**config.mk**
```make
export PLATFORM = sky130hd
export DESIGN_NAME = i2c_cmd_tx_sequencer
export DESIGN_NICKNAME = d
export VERILOG_FILES = /design/src/rtl/i2c_cmd_tx_sequencer.sv
export SDC_FILE = /design/constraint.sdc
export NUM_CORES = 1
export LEC_CHECK = 0
export BUFFER_PORTS_ARGS = -buffer_cell sky130_fd_sc_hd__buf_2
export CAP_MARGIN = 20
export CELL_PAD_IN_SITES_DETAIL_PLACEMENT = 1
export CELL_PAD_IN_SITES_GLOBAL_PLACEMENT = 2
export CORE_MARGIN = 2
export CORE_UTILIZATION = 37
export DETAILED_ROUTE_END_ITERATION = 6
export PLACE_DENSITY = 0.83
export SETUP_SLACK_MARGIN = 0.05
export SYNTH_ARGS = -nofsm -noshare
export SYNTH_HDL_FRONTEND = slang
export SYNTH_SLANG_ARGS = --single-unit
export TNS_END_PERCENT = 30
```
**constraint.sdc**
```tcl
create_clock -name clk -period 9.2 [get_ports clk]
set_input_delay 1.38 -clock clk [delete_from_list [all_inputs] [get_ports clk]]
set_output_delay 1.38 -clock clk [all_outputs]
set_load 0.01 [all_outputs]
```
**src/rtl/i2c_cmd_tx_sequencer.sv**
```systemverilog
// i2c_cmd_tx_sequencer
// Sends a three-word command frame (opcode, operand1, operand2) to an I2C
// master core, one 32-bit word per transaction, with a per-word handshake,
// an inter-word gap and a per-transaction timeout.
// Optional feature: define I2C_CMD_TX_RETRY_EN to re-send a NACKed word up
// to MAX_RETRY times before aborting the frame.
module i2c_cmd_tx_sequencer #(
  parameter int unsigned GAP_CYCLES     = 16,
  parameter int unsigned TIMEOUT_CYCLES = 100000,
  parameter int unsigned MAX_RETRY      = 2
) (
  input  logic        clk,
  input  logic        rst,
  input  logic        start,
  input  logic [31:0] opcode,
  input  logic [31:0] operand1,
  input  logic [31:0] operand2,
  input  logic        i2c_done,
  input  logic        i2c_nack,
  output logic        i2c_start,
  output logic [31:0] i2c_tx_data,
  output logic        busy,
  output logic        frame_done,
  output logic        err,
  output logic [1:0]  word_idx,
  output logic [2:0]  state_out
);

`ifdef I2C_CMD_TX_RETRY_EN
  localparam bit RETRY_EN = 1'b1;
`else
  localparam bit RETRY_EN = 1'b0;
`endif

  localparam logic [31:0] GAP_LAST = 32'(GAP_CYCLES - 1);
  localparam logic [31:0] TMO_LAST = 32'(TIMEOUT_CYCLES - 1);
  localparam logic [31:0] RETRY_LIM = 32'(MAX_RETRY);

  typedef enum logic [2:0] {
    S_IDLE  = 3'd0,
    S_LOAD  = 3'd1,
    S_SEND  = 3'd2,
    S_WAIT  = 3'd3,
    S_GAP   = 3'd4,
    S_FIN   = 3'd5,
    S_ABORT = 3'd6
  } state_t;

  state_t      state, state_d;
  logic [31:0] op_q, op_d;
  logic [31:0] opd1_q, opd1_d;
  logic [31:0] opd2_q, opd2_d;
  logic [31:0] tx_q, tx_d;
  logic [31:0] to_cnt_q, to_cnt_d;
  logic [31:0] gap_cnt_q, gap_cnt_d;
  logic [31:0] retry_q, retry_d;
  logic [1:0]  idx_q, idx_d;
  logic [31:0] word_sel;

  // Captured word for the current word index
  always_comb begin
    word_sel = '0;
    case (idx_q)
      2'd1:    word_sel = op_q;
      2'd2:    word_sel = opd1_q;
      2'd3:    word_sel = opd2_q;
      default: word_sel = '0;
    endcase
  end

  // State register and datapath registers
  always_ff @(posedge clk or posedge rst) begin
    if (rst) begin
      state     <= S_IDLE;
      op_q      <= '0;
      opd1_q    <= '0;
      opd2_q    <= '0;
      tx_q      <= '0;
      to_cnt_q  <= '0;
      gap_cnt_q <= '0;
      retry_q   <= '0;
      idx_q     <= '0;
    end else begin
      state     <= state_d;
      op_q      <= op_d;
      opd1_q    <= opd1_d;
      opd2_q    <= opd2_d;
      tx_q      <= tx_d;
      to_cnt_q  <= to_cnt_d;
      gap_cnt_q <= gap_cnt_d;
      retry_q   <= retry_d;
      idx_q     <= idx_d;
    end
  end

  // Next-state and next-datapath logic
  // tx data is loaded on the edge into LOAD so it is valid throughout LOAD,
  // SEND and WAIT; the timeout compares the incremented count so ABORT is
  // entered on the edge where the counter reaches TIMEOUT_CYCLES-1.
  always_comb begin
    state_d   = state;
    op_d      = op_q;
    opd1_d    = opd1_q;
    opd2_d    = opd2_q;
    tx_d      = tx_q;
    to_cnt_d  = to_cnt_q;
    gap_cnt_d = gap_cnt_q;
    retry_d   = retry_q;
    idx_d     = idx_q;
    case (state)
      S_IDLE: begin
        if (start) begin
          op_d    = opcode;
          opd1_d  = operand1;
          opd2_d  = operand2;
          tx_d    = opcode;
          idx_d   = 2'd1;
          retry_d = '0;
          state_d = S_LOAD;
        end
      end
      S_LOAD: state_d = S_SEND;
      S_SEND: begin
        to_cnt_d = '0;
        state_d  = S_WAIT;
      end
      S_WAIT: begin
        to_cnt_d = to_cnt_q + 32'd1;
        if (i2c_done) begin
          retry_d = '0;
          if (idx_q == 2'd3) begin
            state_d = S_FIN;
          end else begin
            idx_d     = idx_q + 2'd1;
            gap_cnt_d = '0;
            state_d   = S_GAP;
          end
        end else if (i2c_nack) begin
          if (RETRY_EN && (retry_q < RETRY_LIM)) begin
            retry_d   = retry_q + 32'd1;
            gap_cnt_d = '0;
            state_d   = S_GAP;
          end else begin
            state_d = S_ABORT;
          end
        end else if (to_cnt_d == TMO_LAST) begin
          state_d = S_ABORT;
        end
      end
      S_GAP: begin
        if (gap_cnt_q == GAP_LAST) begin
          tx_d    = word_sel;
          state_d = S_LOAD;
        end else begin
          gap_cnt_d = gap_cnt_q + 32'd1;
        end
      end
      S_FIN, S_ABORT: begin
        idx_d   = '0;
        tx_d    = '0;
        op_d    = '0;
        opd1_d  = '0;
        opd2_d  = '0;
        retry_d = '0;
        state_d = S_IDLE;
      end
      default: state_d = S_IDLE;
    endcase
  end

  // Output decode
  always_comb begin
    i2c_start   = (state == S_SEND);
    frame_done  = (state == S_FIN);
    err         = (state == S_ABORT);
    busy        = (state != S_IDLE);
    i2c_tx_data = tx_q;
    word_idx    = idx_q;
    state_out   = state;
  end

endmodule

```
==> results of run 1 <==
-- sequential cells by signal, indices dropped and copies added, names as in the netlist --
name / cells
gap_cnt_q: 32
i2c_tx_data: 32
op_q: 32
opd1_q: 32
opd2_q: 32
to_cnt_q: 32
state_out: 3
word_idx: 2
-- power by group --
| group | total [mW] | leakage, nW | internal (mW) | switching [mW] |
|---|---|---|---|---|
| clock | 0.771 | 0.291 | 0.371 | 0.400 |
| combinational | 1.20 | 2.58 | 0.394 | 0.803 |
| sequential | 1.35 | 2.56 | 1.15 | 0.198 |
-- layout by cell type (no fill, tap or decap), types with 3 or more instances in the layout --
| master | n |
|---|---|
| buf_4 | 9 |
| a222oi_1 | 32 |
| o21ai_0 | 71 |
| xnor2_1 | 17 |
| a31oi_1 | 7 |
| nand4_1 | 20 |
| nor4_1 | 10 |
| o22ai_1 | 5 |
| nand3_1 | 127 |
| clkbuf_16 | 17 |
| nor2_1 | 90 |
| mux2i_1 | 3 |
| and3_1 | 15 |
| inv_1 | 14 |
| nor3_1 | 10 |
| ha_1 | 5 |
| nand2b_1 | 6 |
| xor2_1 | 19 |
| and4_1 | 8 |
| a21oi_1 | 47 |
| o31ai_1 | 13 |
| nand3b_1 | 3 |
| clkinv_8 | 6 |
| dfrtp_1 | 197 |
| inv_8 | 6 |
| and2_1 | 3 |
| nand2_1 | 291 |
| buf_2 | 141 |
-- area by class of cell --
type,count,share of cell area (%)
multi-input cells,847,39.5
repair buffers,153,7.47
clock inverters,14,1.57
clock buffers,18,3.78
inverters,15,0.562
flip-flops and latches,197,43.4
well taps,335,3.69
-- through the flow --
| stage | area (sq um) | power, mW | util (%) | hold WS, ns |
|---|---|---|---|---|
| finish | 11400 | 3.32 | 43.6 | 0.473 |
| global route | 11400 | 3.57 | 43.6 | 0.499 |
| CTS | 11300 | 3.33 | 43.3 | 0.478 |
| detailed placement | 10700 | 2.55 | 41.0 | 0.457 |
| global placement | 10700 | 2.51 | 41.0 | 0.449 |
| floorplan | 9800 | 2.13 | - | 0.438 |
-- cells in the mapped netlist (15+ instances only) --
cell type	n
a21oi_1	47
a222oi_1	32
and3_1	15
clkbuf_1	65
dfrtp_1	197
inv_1	15
nand2_1	294
nand3_1	127
nand4_1	20
nor2_1	90
o21ai_0	71
xnor2_1	17
xor2_1	19
-- worst register-to-register path, stage by stage (launching register included) --
cell and delay (ns):
dfrtp_1 0.55, nor2b_1 0.88, nand2_1 0.82, nor3b_4 0.35, buf_4 0.37, o21ai_0 0.26
nor4_1 0.36, xnor2_1 0.16, nor2_1 0.05
-- logic make-up after synthesis --
kind of cell	Yosys count	share of synthesized area [%]
and+or+nand+nor	605	28.1
DFF	197	50.3
AOI/OAI and AO/OA	195	12.9
buffers and inverters	99	4.15
xor gates and xnor gates	36	3.22
adders and majority gates	7	0.894
muxes	4	0.421
-- worst max-delay path by stage --
stage | to | slack (ns) | depth (start not counted)
after CTS | frame_done | 5.12 | 3
after detailed placement | gap_cnt_q[31]$_DFFE_PP0P_ | 5.37 | 8
after global routing | gap_cnt_q[31]$_DFFE_PP0P_ | 4.96 | 8
after floorplan | gap_cnt_q[0]$_DFFE_PP0P_ | 2.45 | 1
final | frame_done | 5.09 | 3
after global placement | gap_cnt_q[31]$_DFFE_PP0P_ | 5.54 | 8
-- metal layers --
metal / part of all wire [%] / vias to the layer above
li1: - / 4151
met1: 48 / 4426
met2: 47 / 173
met3: 3.7 / 33
met4: 1.1 / 10
met5: 0.20 / -
==> metrics, run 1 <==
outcome finished with violations; failing checks DRC; top cells by area, synth dfrtp_1 (50%), nand2_1 (11%), nand3_1 (6.5%); 1st-iter DRT viols 769; Critical Path Sink Type primary output; LEAKAGE 5.43 nW; initial antenna violation count 5; number of max-cap violations 0; Pwr per Cell Area 292 mW/mm^2; CORE AREA 0.0261 sq mm; reg2reg setup slack 5.27 ns; crit-path max cell delay 0.91 ns; worst slack, placed 5.37 ns; warnings from Yosys 0; Layout area overhead 16.0%; endpoints failing setup 0; vias in the first global route 8937; # rows 59; Synth Flop Type dfrtp_1; Routability Congestion 0.793; Die Y 167 microns; Layout Nets 1339; grt met2 use 35.2%; dpl cells 1544; Max transition margin 25.5%; CP arrival 2.73 ns; antenna viol nets, final 0; drt first pass iters 7; register area share after synthesis 50.3%; die area 0.0278 sq mm; endpoints failing hold 0; IO Pins 142; largest area contributor in the netlist dfrtp_1; GRT Util Overall 22.2%; Post-synth EDFFs 0; Yosys reg bits 197; Mapped Nets 1251; Multi-input gate area 0.00449 sq mm; Netlist Area Pre-Place 0.00980 sq mm; Post-Synthesis Cells 1143; Die Wd 167 microns; worst slew pin tran 1.12 ns; Avg Cell Area, Syn 8.57 sq um; CP Buf/Inv Count 2; Initial Util 37.6%; DRC viols 6; Critical Path RT 7.82 ns; Routed WL 30600 microns; r2r startpoint state_out[1]$_DFFE_PP0P_; Synth async-reset ratio 100%; ANT cells 0; met1 usage 31.7%; total clock sinks 197; IO buf count 141; first-pass GRT wire length 49500 microns; Hold Path Sink opd2_q[30]$_DFFE_PP0P_; Top delay family on crit path flip-flops; Cell variety after synth 61; Fin Clk Skew 0.0212 ns; # hold bufs at CTS 0; Setup Buffers After CTS 0; Final Cycle Share 44.6%; max-slew violations 0; worst min-delay path class register to register; RSZ-0062 raised after global routing false; layout cells sized above 1 16.4%; Longest Clk Path Bufs 2; area share of the leading cell type in the synthesized netlist 50.3%; hold path cells 2; Tmin final 4.11 ns; Worst Setup Start Kind register; crit-path cells inv_1 > nor3_1 > buf_2; clock latency on the worst-skew pair 0.46 ns; Avg WL per Cell 19.4 microns; pin count of the biggest net entering global routing 143; busiest grt layer met2; CTS root buf clkbuf_16; TNS Setup 0 ns; Vias/cell 5.57; Crit Reg-Reg Endpoint gap_cnt_q[31]$_DFFE_PP0P_; CTS Buf Count 17; Crit Path Class register to primary output; Register Area 0.00493 sq mm; clk slew on worst S/H paths 0.08 ns; CTS tree done; PnR worst setup slack 5.09 ns; # H-tree levels 4; IR Drop Worst-Case VDD 0.000156 V; Max Freq 244 MHz; min-delay src opd2_q[30]$_DFFE_PP0P_; Layout Cells excl Fill 1579; fill cell total of the finished layout 3107; dpl hpwl 18900 microns; R2R depth 8; critical path's slowest cell dfrtp_1; met3 Track Usage GR 4.37%; total global routing overflow 0; routed via count 8793; Crit. Startpoint state_out[0]$_DFFE_PP0P_; post_cts resized 0; crit-path max FO 24
(Power assumes the default switching activity.)
==> run 2: changes to the inputs <==
--- a/config.mk
+++ b/config.mk
@@ -10,9 +10,9 @@
 export CELL_PAD_IN_SITES_DETAIL_PLACEMENT = 1
 export CELL_PAD_IN_SITES_GLOBAL_PLACEMENT = 2
 export CORE_MARGIN = 2
-export CORE_UTILIZATION = 37
+export CORE_UTILIZATION = 35
 export DETAILED_ROUTE_END_ITERATION = 6
-export PLACE_DENSITY = 0.83
+export PLACE_DENSITY = 0.79
 export SETUP_SLACK_MARGIN = 0.05
 export SYNTH_ARGS = -nofsm -noshare
 export SYNTH_HDL_FRONTEND = slang
==> constraint.sdc (replaced) <==
create_clock -name clk -period 4.28 [get_ports clk]
set_input_delay 0.642 -clock clk [delete_from_list [all_inputs] [get_ports clk]]
set_output_delay 0.642 -clock clk [all_outputs]
set_load 0.01 [all_outputs]
==> metrics, run 2 (synthesis results as in run 1) <==
outcome finished, final reports clean; max-slew violations 0 (unchanged); Critical Path RT 4.59 ns (-3.23 ns); CORE AREA 0.0277 sq mm (+6.3%); TNS Setup 0 ns (unchanged); Clock power frac 23.2% (about the same); r2r startpoint to_cnt_q[0]$_DFFE_PP0P_; Avg WL per Cell 18.5 microns (-4.3%); fill cell total of the finished layout 3322 (+6.9%); worst slew pin tran 1.11 ns (-0.00528 ns); IO Pins 142 (unchanged); endpoints failing setup 0 (unchanged); IO buf count 141 (unchanged); clk slew on worst S/H paths 0.07 ns (about the same); drt first pass iters 7 (unchanged); routed via count 8756 (-0.42%); total clock sinks 197 (unchanged); Sequential Power Share 40.5% (-0.2 points); number of max-cap violations 0 (unchanged); Die Y 171 microns (+2.8%); CTS tree done; initial antenna violation count 6 (+1); combinational share of power 36.3% (+0.2 points); Die Wd 171 microns (+2.8%); Int Power 4.24 mW (+120%); Layout Cells excl Fill 1633 (+3.4%); Fin Clk Skew 0.0128 ns (-0.00843 ns); Routed WL 30300 microns (-1.1%); IR Drop Worst-Case VDD 0.000348 V (+120%); Longest Clk Path Bufs 2 (unchanged); clock latency on the worst-skew pair 0.44 ns (-0.02 ns); Net Sw Power 2.90 mW (+110%); reg2reg setup slack 1.52 ns (-3.75 ns); LEAKAGE 5.45 nW (+0.46%); Setup Buffers After CTS 0 (unchanged); Vias/cell 5.36 (-3.7%); Worst Setup Start Kind register; CP arrival 3.07 ns (+0.34 ns); commonest non-fill, non-tap cell in the layout nand2_1; RSZ-0062 raised after global routing false; Crit Path Class register to register; Critical Path Sink Type register; Max Freq 363 MHz; Routability Congestion 0.796 (+0.42%); dpl cells 1596 (+3.4%); worst min-delay path class input port to asynchronous set/reset pin; Tmin final 2.76 ns; endpoints failing hold 0 (unchanged); pin count of the biggest net entering global routing 98 (-31%); Layout Nets 1347 (+0.60%); Max transition margin 25.8% (+0.35 points); # hold bufs at CTS 0 (unchanged); Pwr per Cell Area 624 mW/mm^2 (+110%); post_cts resized 0 (unchanged); Final Cycle Share 64.4%; CTS root buf clkbuf_16; # rows 61 (+3.4%); vias in the first global route 9042 (+1.2%); die area 0.0293 sq mm (+5.6%); crit-path max FO 14 (-42%); Layout area overhead 16.9%; dpl hpwl 19500 microns (+3.3%); first-pass GRT wire length 49200 microns (-0.53%); Initial Util 35.4% (-2.2 points); Switching Share 40.7% (-1.6 points); fin util 41.3% (-2.3 points); # H-tree levels 4 (unchanged); layout cells sized above 1 16.8% (+0.37 points); Crit. Startpoint to_cnt_q[0]$_DFFE_PP0P_; GRT Util Overall 21.3% (-0.88 points); antenna viol nets, final 0 (unchanged); DRC viols 0 (-6); 1st-iter DRT viols 618 (-20%); total global routing overflow 0 (unchanged); commonest cells after routing, fill and taps aside nand2_1 (291), dfrtp_1 (197), buf_2 (141); CTS Buf Count 17 (unchanged)
run 2: cell types whose count changed in the layout (fill, tap and decap cells not counted), sizes merged:
cell      before  now
clkbuf        18   21
buf          153  161
diode          0    3
clkinvlp       1    3
clkinv         7    5
inv           21   16
bufinv         0    2
run 2: routing by layer:
layer,up-vias,routed length [microns],GRT usage (%)
li1,4156,-,-
met1,4402,14500,29.5
met2,168,14300,34.7
met3,24,1130,3.45
met4,6,320,5.45
met5,-,36,0
run 2: final cells by class:
cell class	instances	area [sq um]	area share [%]
tap	378	473	4.13
inverter	15	60.1	0.525
clock inverter	11	124	1.08
clock buffer	21	460	4.02
timing repair buffer	161	906	7.91
antenna	3	7.51	0.0656
multi-input combinational	847	4490	39.2
sequential	197	4930	43.1
run 2: path summary, 6_finish.rpt:
check / end / cells after the start
setup reg to reg: state_out[0]$_DFFE_PP0P_ / 7
hold / removal: opd1_q[4]$_DFFE_PP0P_ / 3
max in group asynchronous: to_cnt_q[7]$_DFFE_PP0P_ / 4
hold reg to reg: op_q[26]$_DFFE_PP0P_ / 2
min in group clk: opd1_q[12]$_DFFE_PP0P_ / 3
setup / recovery: state_out[0]$_DFFE_PP0P_ / 7
run 2: worst max-delay path, stage by stage, from the launching register on:
cell and delay (ns):
dfrtp_1 0.47, and4_1 0.38, and4_1 0.55, o221ai_1 0.22
a2111o_1 0.40, a2111oi_2 0.29, a311o_1 0.25, o21ai_1 0.07
run 2: per-stage QoR:
stage	hold slack (ns)	worst slack [ns]	area (sq um)	power [mW]
floorplan	0.438	1.09	9800	4.57
global placement	0.448	1.58	10800	5.45
detailed placement	0.456	1.56	10800	5.54
CTS	0.404	1.51	11400	7.21
global route	0.327	1.27	11400	7.70
finish	0.305	1.52	11400	7.14
run 2: power groups by stage:
stage	clock network, mW	registers, mW	logic [mW]
2_1_floorplan	0	2.85	1.72
3_3_place_gp	0	2.91	2.53
3_5_place_dp	0	2.93	2.61
4_1_cts	1.70	2.90	2.62
5_1_grt	1.77	2.97	2.95
6_report	1.66	2.90	2.59
==> run 3: changes to the inputs <==
==> constraint.sdc (replaced) <==
create_clock -name clk -period 2.6 [get_ports clk]
set_input_delay 0.39 -clock clk [delete_from_list [all_inputs] [get_ports clk]]
set_output_delay 0.39 -clock clk [all_outputs]
set_load 0.01 [all_outputs]
==> metrics, run 3 (synthesis results as in run 1) <==
Initial Util 35.4% (unchanged); PnR worst setup slack 0.160 ns (-1.36 ns); drt first pass iters 7 (unchanged); DRC viols 8 (+8); CORE AREA 0.0277 sq mm (unchanged); total clock sinks 197 (unchanged); endpoints failing hold 0 (unchanged); crit-path max cell delay 0.42 ns (-0.13 ns); Worst Setup Start Kind register; Int Power 6.95 mW (+64%); Fin Clk Skew 0.0244 ns (+0.0116 ns); number of max-cap violations 0 (unchanged); Vias/cell 5.35 (-0.31%); IO Pins 142 (unchanged); cell area after layout 0.0118 sq mm (+3.4%); antenna viol nets, final 0 (unchanged); Longest Clk Path Bufs 2 (unchanged); vias in the first global route 9115 (+0.81%); combinational share of power 37.5% (+1.2 points); fin util 42.7% (+1.4 points); fill cell total of the finished layout 3305 (-0.51%); Sequential Power Share 39.5% (-1.0 points); Die Y 171 microns (unchanged); clk slew on worst S/H paths 0.09 ns (+0.02 ns); commonest non-fill, non-tap cell in the layout nand2_1; # rows 61 (unchanged); r2r startpoint to_cnt_q[1]$_DFFE_PP0P_; layout cells sized above 1 19.4% (+2.7 points); clock latency on the worst-skew pair 0.46 ns (+0.02 ns); commonest cells after routing, fill and taps aside nand2_1 (291), dfrtp_1 (197), buf_2 (141); Setup Buffers After CTS 0 (unchanged); crit-path cells ha_1 > nand3_2 > nor3_4 > buf_4 > nand4_1 > mux2i_2 > a2111oi_4 > a311o_1 > a21o_1; failing checks DRC; critical path's slowest cell dfrtp_1; Final Cycle Share 93.8% (+29 points); Clock power frac 23.0% (-0.2 points); Crit Path Class register to register; Critical Path Sink Type register; min-delay src operand1[12]; 1st-iter DRT viols 660 (+6.8%); Avg WL per Cell 18.5 microns (-0.19%); worst slew pin tran 0.652 ns (-0.460 ns); Layout area overhead 20.9%; Routability Congestion 0.872 (+9.5%); endpoints failing setup 0 (unchanged); IO buf count 141 (unchanged); LEAKAGE 5.68 nW (+4.1%); TNS Setup 0 ns (unchanged); outcome finished with violations; routed via count 8900 (+1.6%); Min Hold Slack 0.143 ns (-0.162 ns); Layout Nets 1381 (+2.5%); # H-tree levels 4 (unchanged); die area 0.0293 sq mm (unchanged); CTS Buf Count 17 (unchanged); CP arrival 2.77 ns (-0.30 ns); RSZ-0062 raised after global routing true; Pwr per Cell Area 1010 mW/mm^2 (+62%); Layout Cells excl Fill 1665 (+2.0%); Post-Place Cell Area 0.0112 sq mm (+3.1%); dpl hpwl 20200 microns (+3.7%); pin count of the biggest net entering global routing 65 (-34%); worst min-delay path class input port to register; CTS root buf clkbuf_16; first-pass GRT wire length 49700 microns (+0.97%); Max transition margin 56.5% (+31 points); initial antenna violation count 3 (-3); worst slack, placed 0.127 ns (-1.43 ns); Routed WL 30800 microns (+1.8%); IR Drop Worst-Case VDD 0.000502 V (+44%); dpl cells 1631 (+2.2%); total global routing overflow 0 (unchanged); crit-path max FO 7 (-7); Switching Share 41.8% (+1.1 points); GRT Util Overall 21.6% (+0.27 points); Max Freq 410 MHz (+13%); Die Wd 171 microns (unchanged); Net Sw Power 4.98 mW (+72%); Tmin final 2.44 ns (-0.316 ns); Crit. Startpoint to_cnt_q[1]$_DFFE_PP0P_; Critical Path RT 2.93 ns (-1.66 ns); CTS tree done; max-slew violations 0 (unchanged); Pwr Total 11.9 mW (+67%)
run 3: final cells by class:
class / count / area, sq um / share of cell area, %
clock inverter: 15 / 200 / 1.69
timing repair buffer: 195 / 1220 / 10.3
inverter: 15 / 60.1 / 0.507
sequential: 197 / 4930 / 41.6
tap: 378 / 473 / 3.99
clock buffer: 17 / 425 / 3.59
antenna: 1 / 2.50 / 0.0211
multi-input combinational: 847 / 4530 / 38.3
run 3: metal layers:
metal	vias to the layer above	global-route usage [%]	part of all wire [%]
li1	4224	-	-
met1	4468	30.4	48
met2	187	34.5	47
met3	19	3.87	4.0
met4	2	4.97	0.83
met5	-	0	0.042
run 3: power groups by stage:
| stage | Combinational [mW] | Clock (mW) | Sequential, mW |
|---|---|---|---|
| 2_1_floorplan | 2.82 | 0 | 4.70 |
| 3_3_place_gp | 4.44 | 0 | 4.74 |
| 3_5_place_dp | 4.55 | 0 | 4.76 |
| 4_1_cts | 4.56 | 2.84 | 4.71 |
| 5_1_grt | 5.08 | 2.97 | 4.84 |
| 6_report | 4.48 | 2.75 | 4.71 |
run 3: worst paths after layout:
kind	to	slack (ns)	cells after the start
worst min register to register	op_q[0]$_DFFE_PP0P_	0.47	2
worst min-delay path	opd1_q[12]$_DFFE_PP0P_	0.14	3
worst max register to register	state_out[2]$_DFFE_PP0P_	0.16	9
max in group asynchronous	opd1_q[29]$_DFFE_PP0P_	1.38	4
min in group asynchronous	i2c_tx_data[3]$_DFFE_PP0P_	0.53	3
worst max-delay path	state_out[2]$_DFFE_PP0P_	0.16	9
run 3: critical path, delay by kind of cell (launching register included):
family	cells	cell delay, ns
simple gates	3	0.59
fa+ha+maj	1	0.24
flops	1	0.42
buf+inv	1	0.18
mux	1	0.29
compound gates	3	0.60
run 3: repair_timing:
action                                 CTS  global route
setup endpoints to repair                0             2
endpoints found under the hold margin   14             0
gates resized for setup                  0             9
hold buffers                             1             0
